===== config.mk =====
export PLATFORM = sky130hd
export DESIGN_NAME = header_assembler_flat
export DESIGN_NICKNAME = d
export VERILOG_FILES = /design/src/rtl/header_assembler_pkg.sv /design/src/rtl/header_assembler_if.sv /design/src/rtl/header_assembler_edge_detector.sv /design/src/rtl/header_assembler.sv /design/src/flat_wrapper.sv
export SDC_FILE = /design/constraint.sdc
export NUM_CORES = 2
export LEC_CHECK = 0
export ABC_AREA = 0
export CAP_MARGIN = 20
export CORE_UTILIZATION = 40
export DETAILED_ROUTE_END_ITERATION = 12
export GPL_TIMING_DRIVEN = 0
export PLACE_DENSITY = 0.62
export SYNTH_ARGS = -nofsm -noshare
export SYNTH_HDL_FRONTEND = slang
export SYNTH_SLANG_ARGS = --single-unit

===== constraint.sdc =====
create_clock -name clock -period 33.2 [get_ports clock]
set_input_delay 4.98 -clock clock [delete_from_list [all_inputs] [get_ports clock]]
set_output_delay 4.98 -clock clock [all_outputs]
set_load 0.05 [all_outputs]

===== src/rtl/header_assembler_pkg.sv =====
// Shared miner constants: header geometry, byte counter width and the assembler FSM encoding.
package header_assembler_pkg;

  localparam int HDR_BYTES_DEFAULT = 80;
  localparam int BYTE_W            = 8;
  localparam int HDR_W             = HDR_BYTES_DEFAULT * BYTE_W;
  localparam int CNT_W             = 7;

  typedef enum logic [1:0] {
    ST_IDLE    = 2'd0,
    ST_RECEIVE = 2'd1,
    ST_FULL    = 2'd2
  } asm_state_e;

endpackage


===== src/rtl/header_assembler_if.sv =====
// UART-byte input side and header output side of the header assembler.
interface header_assembler_if
  import header_assembler_pkg::*;
#(
  parameter int HEADER_W = HDR_W
) ();

  logic [BYTE_W-1:0]   rx_data;
  logic                rx_ready;
  logic                header_ack;
  logic [HEADER_W-1:0] header_data;
  logic                header_valid;
  logic [CNT_W-1:0]    byte_count;
  logic                frame_error;
  logic                overrun;

  modport master (
    output rx_data, rx_ready, header_ack,
    input  header_data, header_valid, byte_count, frame_error, overrun
  );

  modport slave (
    input  rx_data, rx_ready, header_ack,
    output header_data, header_valid, byte_count, frame_error, overrun
  );

endinterface


===== src/rtl/header_assembler_edge_detector.sv =====
// Single-pulse edge detector (EDGE=0 rising, EDGE=1 falling) that stays disarmed out of
// reset until the input has sat at its inactive level for a cycle.
module header_assembler_edge_detector #(
  parameter bit EDGE = 1'b0
) (
  input  logic clock,
  input  logic reset,
  input  logic sig_in,
  output logic pulse
);

  logic prev_q;
  logic prev_d;
  logic armed_q;
  logic armed_d;
  logic inactive;

  always_comb begin
    inactive = EDGE ? sig_in : ~sig_in;
    prev_d   = sig_in;
    armed_d  = armed_q | inactive;
    pulse    = armed_q & (EDGE ? (~sig_in & prev_q) : (sig_in & ~prev_q));
  end

  // A level already active when reset releases must not look like a fresh edge.
  always_ff @(posedge clock) begin
    if (!reset) begin
      prev_q  <= 1'b0;
      armed_q <= inactive;
    end else begin
      prev_q  <= prev_d;
      armed_q <= armed_d;
    end
  end

endmodule


===== src/rtl/header_assembler.sv =====
// Assembles HEADER_BYTES UART bytes into one block header, first byte in the top bits,
// with inter-byte timeout and overrun reporting while a finished header is unconsumed.
module header_assembler
  import header_assembler_pkg::*;
#(
  parameter int HEADER_BYTES   = HDR_BYTES_DEFAULT,
  parameter int TIMEOUT_CYCLES = 500000
) (
  input  logic               clock,
  input  logic               reset,
  header_assembler_if.slave  bus
);

  localparam int                HW       = HEADER_BYTES * BYTE_W;
  localparam int                GAP_W    = $clog2(TIMEOUT_CYCLES);
  localparam logic [GAP_W-1:0]  GAP_MAX  = GAP_W'(TIMEOUT_CYCLES - 1);
  localparam logic [CNT_W-1:0]  LAST_IDX = CNT_W'(HEADER_BYTES - 1);

  asm_state_e       state_q, state_d;
  logic [CNT_W-1:0] byte_count_q, byte_count_d;
  logic [GAP_W-1:0] gap_q, gap_d;
  logic [HW-1:0]    asm_q, asm_d;
  logic [HW-1:0]    header_data_q, header_data_d;
  logic             frame_error_q, frame_error_d;
  logic             overrun_q, overrun_d;

  logic             strobe;
  logic             accept;
  logic [CNT_W-1:0] cnt_base;
  logic [GAP_W-1:0] gap_inc;

  header_assembler_edge_detector #(
    .EDGE (1'b0)
  ) u_edge (
    .clock  (clock),
    .reset  (reset),
    .sig_in (bus.rx_ready),
    .pulse  (strobe)
  );

  always_comb begin
    state_d       = state_q;
    byte_count_d  = byte_count_q;
    gap_d         = '0;
    asm_d         = asm_q;
    header_data_d = header_data_q;
    frame_error_d = 1'b0;
    overrun_d     = 1'b0;
    accept        = 1'b0;
    cnt_base      = (state_q == ST_RECEIVE) ? byte_count_q : '0;
    gap_inc       = (gap_q == GAP_MAX) ? gap_q : gap_q + 1'b1;

    unique case (state_q)
      ST_IDLE: accept = strobe;
      ST_RECEIVE: begin
        // A strobe landing on the timeout cycle still wins over the abort.
        if (strobe) begin
          accept = 1'b1;
        end else if (gap_q == GAP_MAX) begin
          frame_error_d = 1'b1;
          byte_count_d  = '0;
          state_d       = ST_IDLE;
        end else begin
          gap_d = gap_inc;
        end
      end
      ST_FULL: begin
        if (strobe && bus.header_ack) begin
          accept = 1'b1;
        end else if (strobe) begin
          overrun_d = 1'b1;
        end else if (bus.header_ack) begin
          state_d = ST_IDLE;
        end
      end
      default: state_d = ST_IDLE;
    endcase

    if (accept) begin
      asm_d = {asm_q[HW-BYTE_W-1:0], bus.rx_data};
      if (cnt_base == LAST_IDX) begin
        header_data_d = asm_d;
        byte_count_d  = '0;
        state_d       = ST_FULL;
      end else begin
        byte_count_d  = cnt_base + 1'b1;
        state_d       = ST_RECEIVE;
      end
    end
  end

  always_ff @(posedge clock) begin
    if (!reset) begin
      state_q       <= ST_IDLE;
      byte_count_q  <= '0;
      gap_q         <= '0;
      header_data_q <= '0;
      frame_error_q <= 1'b0;
      overrun_q     <= 1'b0;
    end else begin
      state_q       <= state_d;
      byte_count_q  <= byte_count_d;
      gap_q         <= gap_d;
      header_data_q <= header_data_d;
      frame_error_q <= frame_error_d;
      overrun_q     <= overrun_d;
    end
  end

  // Stale assembly bits are fully shifted out before they can reach header_data.
  always_ff @(posedge clock) begin
    asm_q <= asm_d;
  end

  assign bus.header_data  = header_data_q;
  assign bus.header_valid = (state_q == ST_FULL);
  assign bus.byte_count   = byte_count_q;
  assign bus.frame_error  = frame_error_q;
  assign bus.overrun      = overrun_q;

endmodule


===== src/flat_wrapper.sv =====
// flat-port wrapper written by rule: the top's interface ports become plain ports
module header_assembler_flat import header_assembler_pkg::*;
#(
  parameter int HEADER_BYTES   = HDR_BYTES_DEFAULT,
  parameter int TIMEOUT_CYCLES = 500000
)
  (clock, reset, bus_rx_data, bus_rx_ready, bus_header_ack, bus_header_data, bus_header_valid, bus_byte_count, bus_frame_error, bus_overrun);
  header_assembler_if #(.HEADER_W(((80) * 8))) bus_i ();
  input  logic clock;
  input  logic reset;
  input wire logic [$bits(bus_i.rx_data)-1:0] bus_rx_data;
  input wire logic [$bits(bus_i.rx_ready)-1:0] bus_rx_ready;
  input wire logic [$bits(bus_i.header_ack)-1:0] bus_header_ack;
  output wire logic [$bits(bus_i.header_data)-1:0] bus_header_data;
  output wire logic [$bits(bus_i.header_valid)-1:0] bus_header_valid;
  output wire logic [$bits(bus_i.byte_count)-1:0] bus_byte_count;
  output wire logic [$bits(bus_i.frame_error)-1:0] bus_frame_error;
  output wire logic [$bits(bus_i.overrun)-1:0] bus_overrun;
  assign bus_i.rx_data = bus_rx_data;
  assign bus_i.rx_ready = bus_rx_ready;
  assign bus_i.header_ack = bus_header_ack;
  assign bus_header_data = bus_i.header_data;
  assign bus_header_valid = bus_i.header_valid;
  assign bus_byte_count = bus_i.byte_count;
  assign bus_frame_error = bus_i.frame_error;
  assign bus_overrun = bus_i.overrun;
  header_assembler #(.HEADER_BYTES(HEADER_BYTES), .TIMEOUT_CYCLES(TIMEOUT_CYCLES)) u_core (.clock(clock), .reset(reset), .bus(bus_i));
endmodule

* Word level (Yosys, flattened, before mapping)
Index checks and enable logic that the tools add are counted.
** Cells by class
- Multiplexer cells :: 19
- Bitwise gates (word level) :: 8
- $add $sub $neg :: 2
- Reduce and logical (&&, ||, !) cells :: 10
- Eq/ne operators :: 11
** Operator list (count)
- $mux W7 :: 6
- $add A19 B1 Y19 const B :: 1
- $eq A19 B19 Y1 const B :: 1
- $mux W2 :: 7
- $ne A3 B2 Y1 const B :: 3
- $add A7 B1 Y7 const B :: 1
- $eq A7 B7 Y1 const B :: 1
- $ne A3 B3 Y1 const B :: 2
- $pmux W2 S3 :: 1
- $reduce_and A6 Y1 :: 1
- $reduce_or A3 Y1 :: 2
- $not A1 Y1 :: 5
- $mux W1 :: 4
- $reduce_bool A2 Y1 :: 2
- $reduce_or A4 Y1 :: 1
- $pmux W1 S3 :: 1
- $reduce_and A3 Y1 :: 1
- $and A1 B1 Y1 :: 2
- $eq A2 B1 Y1 const B :: 1
- $eq A2 B2 Y1 const B :: 1
- $logic_not A2 Y1 :: 1
- $ne A2 B1 Y1 const B :: 1
- $ne A2 B2 Y1 const B :: 1
- $reduce_and A2 Y1 :: 1
- other kinds (2) :: 2
** Storage, ports and cells
- Register bits after elaboration :: 1304
- Output and inout bits :: 650
- Bits of input ports :: 12
- Word-level logic and storage cells :: 59

* Logic depth before layout (Yosys ltp)
- Word-level depth :: 8
- Gate-level depth with buffers :: 11

* Cells and area by module
From an unflattened synthesis, not the netlist that was laid out.
** Second synthesis, totals
- Cells, all modules :: 3579
- Area total of the unflattened synthesis :: 42657.2 µm²
** By module, submodules not included
- header_assembler :: cells each 3574, area an instance 42589.6 µm², instances 1
- header_assembler_edge_detector :: cells each 5, area an instance 67.6 µm², instances 1

* Worst setup path before layout
No wires, ideal clock.
- Path kind :: input -> register
- Start :: input port bus_rx_ready
- End :: register u_core.byte_count_q[0] (netlist: u_core.bus.byte_count[0])
- Path slack :: 12550 ps
- Path buffers :: 0
- Cell stages on the path :: 5
- Arrival :: 20485 ps
- Setup time :: 165 ps
- Path through :: nand3b_1 a21o_1 inv_1 o21ai_0 o32ai_1
** Between the ends
- Word-level cells in the longest chain between the ends :: 7
- Elaborated cells on any way between the ends :: 11
** RTL lines
- start, declared :: line flat_wrapper.sv:12 : input wire logic [$bits(bus_i.rx_ready)-1:0] bus_rx_ready;
- $and A1 B1 Y1 * (2 in series) :: line header_assembler_edge_detector.sv:22 : pulse = armed_q & (EDGE ? (~sig_in & prev_q) : (sig_in & ~prev_q));
- $logic_and A1 B1 Y1 :: line header_assembler.sv:68 : if (strobe && bus.header_ack) begin
- $mux W1 :: line header_assembler.sv:68
- $pmux W1 S3 * :: line header_assembler.sv:53 : unique case (state_q)
- named net u_core.accept :: line header_assembler.sv:28 : logic accept;
- $ne A2 B2 Y1 (no source line) / $reduce_bool A2 Y1 (equally long branches)
- $reduce_and A3 Y1 (no source line)
- end signal, assigned :: line header_assembler.sv:102 : byte_count_q <= byte_count_d;
- end, declared :: line header_assembler.sv:20 : logic [CNT_W-1:0] byte_count_q, byte_count_d;
The timed path passes the listed nets; every way through them passes the cells marked *.
A chain may end at the register's enable or synchronous reset.

* Worst setup path in the final report
- Start :: input port bus_rx_ready
- End :: register u_core.asm_q[44] (enable)
** Between the ends
- Word-level cells in the longest chain between the ends :: 5
- Elaborated cells on any way between the ends :: 6
** RTL lines
- $and A1 B1 Y1 * (2 in series) :: line header_assembler_edge_detector.sv:22
- $logic_and A1 B1 Y1 :: line header_assembler.sv:68
- $mux W1 :: line header_assembler.sv:68
- $pmux W1 S3 * :: line header_assembler.sv:53
- named net u_core.accept :: line header_assembler.sv:28
- end signal, assigned :: line header_assembler.sv:112 : asm_q <= asm_d;
- end, declared :: line header_assembler.sv:22 : logic [HW-1:0] asm_q, asm_d;
Marks and branches as above.

==> metrics.cfg <==
[die]
dieArea_sq_mm = 0.108
dieHeight_um = 328
fp.coreArea_sq_mm = 0.105
die_w_um = 328
start_util_pct = 40.4
io_pins = 662
row_count = 119

[route]
post_drt_wl_per_cell_um = 19.8
drt_iter0_drc = 1821
wl_um = 117000
ant_nets = 0
routed_via_density = 4.84
remaining_drc_errors = 0
vias = 28600
drt_first_pass_iters = 5

[yosys]
syn_avg_cell_area_sq_um = 11.8
yosysSeqAreaShare_pct = 76.3
syn_nets = 3606
synth_top_area_cell = edfxtp_1
synthMostInstantiatedCell = nand2_1
netlist_area_sq_mm = 0.0425
synthCells = 3592
yosysWarningCount = 0
synth_cell_types = 43
synth-edff-count = 632
synth-main-ff-cell = dfxtp_1
synth_top_area_share_pct = 44.6
yosys-top-cells-area = edfxtp_1 45%, dfxtp_1 32%, nand2_1 11%
ys_ff_latch = 1304
synth.top_cells.by_count = 1,293 x nand2_1, 672 x dfxtp_1, 644 x a21oi_1, 632 x edfxtp_1, 88 x clkbuf_1
async_flop_share_pct = 0

[final_layout]
antenna_cells = 0
drive_gt1_share_pct = 7.61
fillers = 9205
final_cell_area_sq_mm = 0.0555
fin_util_pct = 52.7
area_growth_pct = 30.6
final_cells = 5900
nNetsFinal = 4410

[place]
place_inst = 5650
dp_hpwl_um = 83600
placed_area_sq_mm = 0.0510
gp_congestion = 0.841
io_buffers = 661

[sta]
grt_setup_unrepaired = no
setup_viol_count_final = 0
period_needed_ns = 7.96
hold_violations = 0
slew_violations = 0
fin_skew_ns = 0.0249
timing.slew.headroom_pct = 31.2
fin_tns_setup_ns = 0
tightest_slew_ns = 1.03
fmax_mhz = 126
period_share_pct = 24.0

[clock_network]
insertion_delay_ns = 0.73
cts_tree = done
root_buffer = clkbuf_16
post-cts-setup-buffers = 0
cts_sinks = 1304
ctsResizeCount = 0
htree_levels = 4
cts.clk_slew.worst_paths_ns = 0.06
ctsHoldBuffers = 0
cts_made_buffers = 135
clock_path_buffers = 3

[power_and_ir_drop]
combPwrFrac_pct = 1.3
p_int_mw = 2.63
power.density_mw_per_mm2 = 59.4
ir_worst_vdd_mv = 0.0403
sequentialPowerShare_pct = 52.5
clkPwrFrac_pct = 46.2
p_sw_share_pct = 20.4
power_mw = 3.30
p_leak_nw = 17.2
p_sw_mw = 0.674

[min_path]
hold_class = reg -> reg

[worst_setup_path]
cp.depth = 7
cp_num_buf_inv = 5
crit_end = u_core.asm_q[44]$_DFFE_PP_
cp-start-kind = primary input
critPathArrivalTime_ns = 8.31
cpLargestDelayFamily = buffers and inverters
worst-setup-path-type = in -> reg
crit_slowest_cell = clkdlybuf4s50_1
reg2reg_slack_ns = 29.66
crit_start = bus_rx_ready
endpoint_kind = register
path_common_cell = buf_16
crit_fanout = 117
crit_chain = clkdlybuf4s50_1, nand3b_1, a21o_1, inv_8, buf_16, buf_16, buf_16
crit_required_ns = 33.55
worstReg2RegEnd = u_core.asm_q[44]$_DFFE_PP_
reg2reg_depth = 6
r2r_start = u_core.u_edge.prev_q$_SDFF_PN0_
slowest_delay_ns = 0.51

[grt]
grt.total_usage_pct = 21.2
met3_usage_pct = 7.34
busiest_layer = met2
grt_overflow_total = 0
met1_usage_pct = 25.5
grt_pass1_vias = 28200
met2_usage_pct = 35.6
antenna_found_initial = 4
grt_max_degree = 129
grt_pass1_wl_um = 172000

[flow_run]
max-cap-violations = 0

[status]
status = completed

state kept, by name, summed over array words and instances, names as in the netlist:
signal                  cells
u_core.state_q              2
u_core.bus.header_data    640
u_core.asm_q              632
u_core.bus.frame_error      1
u_core.bus.byte_count       7
u_core.u_edge.prev_q        1
u_core.u_edge.armed_q       1
u_core.gap_q               19
u_core.bus.overrun          1
worst min path at each step:
| stage | from | end | cells after the start |
|---|---|---|---|
| floorplan | u_core.asm_q[92]$_DFFE_PP_ | u_core.asm_q[100]$_DFFE_PP_ | 0 |
| global placement | u_core.asm_q[620]$_DFFE_PP_ | u_core.asm_q[628]$_DFFE_PP_ | 0 |
| detailed placement | u_core.asm_q[320]$_DFFE_PP_ | u_core.asm_q[328]$_DFFE_PP_ | 0 |
| CTS | u_core.asm_q[239]$_DFFE_PP_ | u_core.asm_q[247]$_DFFE_PP_ | 0 |
| global route | u_core.asm_q[243]$_DFFE_PP_ | u_core.asm_q[251]$_DFFE_PP_ | 0 |
| finish | u_core.asm_q[239]$_DFFE_PP_ | u_core.asm_q[247]$_DFFE_PP_ | 0 |
per-stage QoR:
stage,setup WS (ns),hold WS [ns]
2_1_floorplan,12.55,0.426
3_3_place_gp,4.03,0.429
3_5_place_dp,24.50,0.431
4_1_cts,25.30,0.430
5_1_grt,25.09,0.440
6_report,25.24,0.424
power by group through the flow:
stage / clock, mW / sequential (mW) / combinational, mW
finish: 1.52 / 1.73 / 0.0444
global route: 1.62 / 1.73 / 0.0487
CTS: 1.55 / 1.73 / 0.0454
detailed placement: 0 / 1.77 / 0.0453
global placement: 0 / 1.81 / 0.0420
floorplan: 0 / 1.78 / 0.0265
worst register-to-register path: stages (launching register included):
cell and delay [ns]:
dfxtp_1 0.30, nand3b_1 0.38, a21o_1 0.40, inv_8 0.41, buf_16 0.49, buf_16 0.47
buf_16 0.61
cell families after synthesis:
group / count (synthesis) / synth area share (%)
buffers and inverters: 226 / 2.72
flip-flops: 1304 / 76.3
XOR/XNOR: 14 / 0.288
AO/OA/AOI/OAI: 670 / 8.08
AND/OR/NAND/NOR: 1376 / 12.6
adder cells (fa/ha/maj): 2 / 0.0589
metal layers:
layer	wire length [um]	share of wire (%)
met5	17	0.015
met4	2980	2.6
met3	10100	8.6
met2	56800	49
met1	46900	40
cell usage in the layout (no fill, tap or decap), drive strengths merged, types with 3 or more instances in the layout:
| cell type | count |
|---|---|
| o211ai | 3 |
| nand3 | 14 |
| clkinvlp | 5 |
| bufinv | 12 |
| nand2 | 1293 |
| xnor2 | 12 |
| nor4 | 8 |
| o21ai | 7 |
| nand4 | 10 |
| o32ai | 3 |
| edfxtp | 632 |
| and2 | 4 |
| clkinv | 32 |
| inv | 16 |
| dfxtp | 672 |
| nand3b | 6 |
| clkdlybuf4s50 | 661 |
| nor2 | 25 |
| a21oi | 644 |
| clkbuf | 283 |
| buf | 134 |
| nor2b | 3 |
cell type report:
class | count | area (sq um) | share of cell area (%)
flip-flops and latches | 1304 | 32400 | 58.4
multi-input cells | 2062 | 8930 | 16.1
repair buffers | 667 | 6770 | 12.2
clock buffers | 195 | 3850 | 6.93
well taps | 1391 | 1740 | 3.13
plain buffers | 216 | 1120 | 2.01
clock inverters | 55 | 649 | 1.17
inverters | 10 | 45.0 | 0.0811
(Power assumes the default switching activity.)
